==> src/rtl/sub32_seq.sv <==
// rtl/sub32_seq.sv - digit-serial 32-bit subtractor with start/done handshakes
// Computes a - b - Bin as a + ~b + ~Bin, DIGIT_W bits per clock, LSB first.
module sub32_seq #(
  parameter int DIGIT_W = 4
) (
  input  logic        clk,
  input  logic        rst_n,
  input  logic [31:0] a,
  input  logic [31:0] b,
  input  logic        Bin,
  input  logic        start_valid,
  output logic        start_ready,
  output logic [31:0] diff,
  output logic        Bout,
  output logic        done_valid,
  input  logic        done_ready
);

  localparam int N     = 32 / DIGIT_W;
  localparam int CNT_W = (N > 1) ? $clog2(N) : 1;

  typedef enum logic [1:0] {IDLE, RUN, DONE} state_t;

  state_t             r_state;
  logic [31:0]        r_a;
  logic [31:0]        r_b;
  logic [31:0]        r_acc;
  logic               r_carry;
  logic [CNT_W-1:0]   r_cnt;

  logic [5:0]         w_idx;
  logic [DIGIT_W-1:0] w_a_dig;
  logic [DIGIT_W-1:0] w_b_dig;
  logic [DIGIT_W:0]   w_sum;
  logic [31:0]        w_acc_next;
  logic               w_last;

  // Digit selection by index keeps the captured operands untouched during RUN.
  always_comb begin
    w_idx      = 6'(r_cnt) * 6'(DIGIT_W);
    w_a_dig    = r_a[w_idx +: DIGIT_W];
    w_b_dig    = r_b[w_idx +: DIGIT_W];
    w_sum      = {1'b0, w_a_dig} + {1'b0, ~w_b_dig} + {{DIGIT_W{1'b0}}, r_carry};
    w_acc_next = r_acc;
    w_acc_next[w_idx +: DIGIT_W] = w_sum[DIGIT_W-1:0];
    w_last     = (r_cnt == CNT_W'(N - 1));
  end

  always_ff @(posedge clk or negedge rst_n) begin
    if (!rst_n) begin
      r_state     <= IDLE;
      r_a         <= '0;
      r_b         <= '0;
      r_acc       <= '0;
      r_carry     <= 1'b0;
      r_cnt       <= '0;
      start_ready <= 1'b1;
      done_valid  <= 1'b0;
      diff        <= '0;
      Bout        <= 1'b0;
    end else begin
      case (r_state)
        IDLE: begin
          if (start_valid) begin
            r_a         <= a;
            r_b         <= b;
            r_carry     <= ~Bin;
            r_cnt       <= '0;
            r_acc       <= '0;
            start_ready <= 1'b0;
            r_state     <= RUN;
          end
        end
        RUN: begin
          r_acc   <= w_acc_next;
          r_carry <= w_sum[DIGIT_W];
          r_cnt   <= r_cnt + 1'b1;
          // The final carry out of a + ~b + ~Bin is the inverted borrow.
          if (w_last) begin
            diff       <= w_acc_next;
            Bout       <= ~w_sum[DIGIT_W];
            done_valid <= 1'b1;
            r_state    <= DONE;
          end
        end
        DONE: begin
          if (done_ready) begin
            done_valid  <= 1'b0;
            start_ready <= 1'b1;
            r_state     <= IDLE;
          end
        end
        default: begin
          done_valid  <= 1'b0;
          start_ready <= 1'b1;
          r_state     <= IDLE;
        end
      endcase
    end
  end

endmodule

==> config.mk <==
export PLATFORM = sky130hd
export DESIGN_NAME = sub32_seq
export DESIGN_NICKNAME = d
export VERILOG_FILES = /design/src/rtl/sub32_seq.sv
export SDC_FILE = /design/constraint.sdc
export NUM_CORES = 1
export LEC_CHECK = 0
export ABC_AREA = 1
export CAP_MARGIN = 30
export CORE_MARGIN = 4
export CORE_UTILIZATION = 53
export CTS_CLUSTER_SIZE = 40
export DETAILED_ROUTE_END_ITERATION = 8
export MAX_ROUTING_LAYER = met4
export PLACE_DENSITY_LB_ADDON = 0.05
export RECOVER_POWER = 100
export SLEW_MARGIN = 40
export SYNTH_ARGS = -nofsm -noshare
export SYNTH_HDL_FRONTEND = slang
export SYNTH_SLANG_ARGS = --single-unit
export TNS_END_PERCENT = 50
==> constraint.sdc <==
create_clock -name clk -period 3.3 [get_ports clk]
set_input_delay 0.66 -clock clk [delete_from_list [all_inputs] [get_ports clk]]
set_output_delay 0.66 -clock clk [all_outputs]
set_load 0.05 [all_outputs]
==> metrics.csv <==
metric,value,unit
antenna cells,0,
I/O Buffers,103,
Tot Pwr,9.52,mW
Tightest Pin Transition,2.00,ns
clock-pin transition on the worst setup and hold timing paths,0.05,ns
RSZ-0062 raised after global routing,no,
largest net degree at the start of global routing,72,
Cell Pwr Density,1180,mW/mm²
clock buffer depth,2,
failing checks,"capacitance limit, slew limit",
"commonest non-fill, non-tap cell in the layout",nand2_1,
WS Path Type,register to register,
number of synthesized register bits,137,
layout cell share with drive strength beyond 1,6.74,%
Worst Hold Path EP,diff[24],
minimum clock period,2.98,ns
Hold Crit Start,diff[24],
DRC,0,
Synth area leader,dfrtp_1,
Reg-to-Reg End,diff[5],
Max rail drop VDD,0.585,mV
Area growth syn-to-layout,28.8,%
first-pass GRT wire length,26400,µm
final-report hold violation count,0,
Routed WL per cell,15.3,µm
Final Cycle Share,90.2,%
Final #Nets,944,
critical path required time,3.58,ns
1st-iter DRT viols,427,
1st-pass router iterations,5,
register area share after synthesis,54.6,%
Seq. cell area,0.00343,mm²
crit end category,register,
Syn. warnings,0,
top-area cell type share of the netlist area,54.2,%
Worst Path Arrival,3.26,ns
Starting Density,54.5,%
cell row count,39,
Mapped Cells,764,
clk_lat worst skew,0.43,ns
vias per inst,5.39,
total negative slack,0,ns
I/O Pins,104,
via count,5497,
TritonCTS clock tree,yes,
worst r2r path cells,13,
Filler Cell Count,922,
worst r2r src,r_cnt[1],
initial antenna violation count,0,
Final setup viols,0,
flop2flop setup slack,0.32,ns
Die Y-Extent,117,µm
Die Footprint,0.0137,mm²
"Avg Cell Area, Syn",8.22,µm²
synthesized area,0.00628,mm²
leakage,4.00,nW
core footprint,0.0115,mm²
library cells used by synthesis,31,
status,"finished, violations left",
syn_nets,845,
met2 WL,7710,µm
Crit Path Max Fanout,20,
Max transition margin,-33.1,%
most frequent cells in the layout,"nand2_1 (340), dfrtp_1 (136), o21ai_0 (110)",
Die Wd,117,µm
CTS Buf Count,17,
number of global-route vias before repair,5432,
Multi-input gate area,0.00260,mm²
Final ANT Viol Nets,0,
largest cells by area after synthesis,"dfrtp_1 (54%), nand2_1 (20%), o21ai_0 (8.2%)",
CTS root buffer,clkbuf_16,
final WL,15600,µm
HPWL Detailed,10800,µm
Slew Limit Fails,38,
Final GP Congestion,0.881,
H-tree depth,4,
Top Metal Used,met4,
hold buffers post-CTS,0,
hold path depth,2,
Worst Clk Skew,0.0121,ns
worst hold path type,register to register,
startpoint types,register,
fmax,0.336,GHz
wire length on met1,6780,µm
gr ovfl total,0,
max_cap viols,1,
Routed met3 length,739,µm
CTS sink cnt,137,
GRT Util Overall,25.8,%
==> cell families after synthesis <==
kind of cell | Yosys count | synth area share, %
buffers and inverters | 60 | 3.90
XOR/XNOR | 1 | 0.139
AND/OR/NAND/NOR | 420 | 27.4
adder cells (fa/ha/maj) | 12 | 2.63
flip-flops | 137 | 54.6
AO/OA/AOI/OAI | 134 | 11.4
==> layout make-up <==
type                    count  area share [%]
inverters                  23            1.14
multi-input cells         567            32.2
well taps                 143            2.21
clock buffers              25            6.37
clock inverters             7            1.67
flip-flops and latches    137            42.4
repair buffers            117            14.0
==> registers in the layout, indices dropped and copies added (netlist names) <==
register	cells
r_cnt	3
r_state	2
done_valid	1
r_a	32
start_ready	1
r_b	32
r_acc	32
Bout	1
diff	32
r_carry	1
==> critical path, cell delays in order, from the launching register on <==
cell	delay, ns
dfrtp_1	0.48
inv_2	0.31
o21ai_0	0.15
o221ai_1	0.16
o21ai_0	0.15
fa_1	0.43
inv_1	0.10
fa_1	0.41
inv_1	0.11
nor2_1	0.09
nand3_1	0.12
nand2_1	0.07
o21ai_0	0.13
o21ai_0	0.11
==> power breakdown <==
part           leakage, nW  switching [mW]  internal, mW
Sequential            1.74           0.468          2.42
Combinational         1.94            3.11          1.45
Clock                0.323           0.685          1.38
Total                 4.00            4.26          5.26
==> metal layers <==
metal	track usage, %	up-vias
met5	-	-
met4	10.0	0
met3	5.66	30
met2	40.5	175
met1	33.0	2622
li1	-	2670
==> how the worst max path moves through the flow <==
stage / from / to / cells after the start
floorplan: r_cnt[0] / diff[21] / 15
global placement: r_cnt[0] / r_acc[14] / 15
detailed placement: r_cnt[0] / diff[14] / 15
CTS: r_cnt[0] / diff[14] / 15
global route: r_cnt[1] / diff[5] / 13
finish: r_cnt[1] / diff[5] / 13
==> repair_timing <==
action,in CTS,in global routing
buffers inserted,0,0
setup endpoints to repair,0,9
resized for setup,0,2
==> cell usage after synthesis, drive strengths merged <==
cell type	n
dfrtp	136
nand3	23
nand4	4
a22o	1
nand2	340
clkbuf	21
dfstp	1
o221ai	5
buf	16
a21oi	3
nor3	4
nor2	43
o21bai	1
clkinv	2
or2	6
o22ai	14
xnor2	1
inv	21
o21ai	110
ha	10
fa	2
==> stage by stage <==
step / setup WS (ns) / std cells / area, µm² / hold WS (ns) / utilization (%)
after floorplan: 0.534 / 764 / 6280 / 0.364 / -
after CTS: 0.195 / 1019 / 8110 / 0.206 / 70.4
after detailed placement: 0.243 / 987 / 7460 / 0.464 / 64.7
after global placement: 0.406 / 987 / 7460 / 0.456 / 64.7
final: 0.323 / 1019 / 8090 / 0.473 / 70.2
after global routing: 0.0536 / 1019 / 8090 / 0.489 / 70.2
No activity file was read; power rests on OpenSTA's default activity.
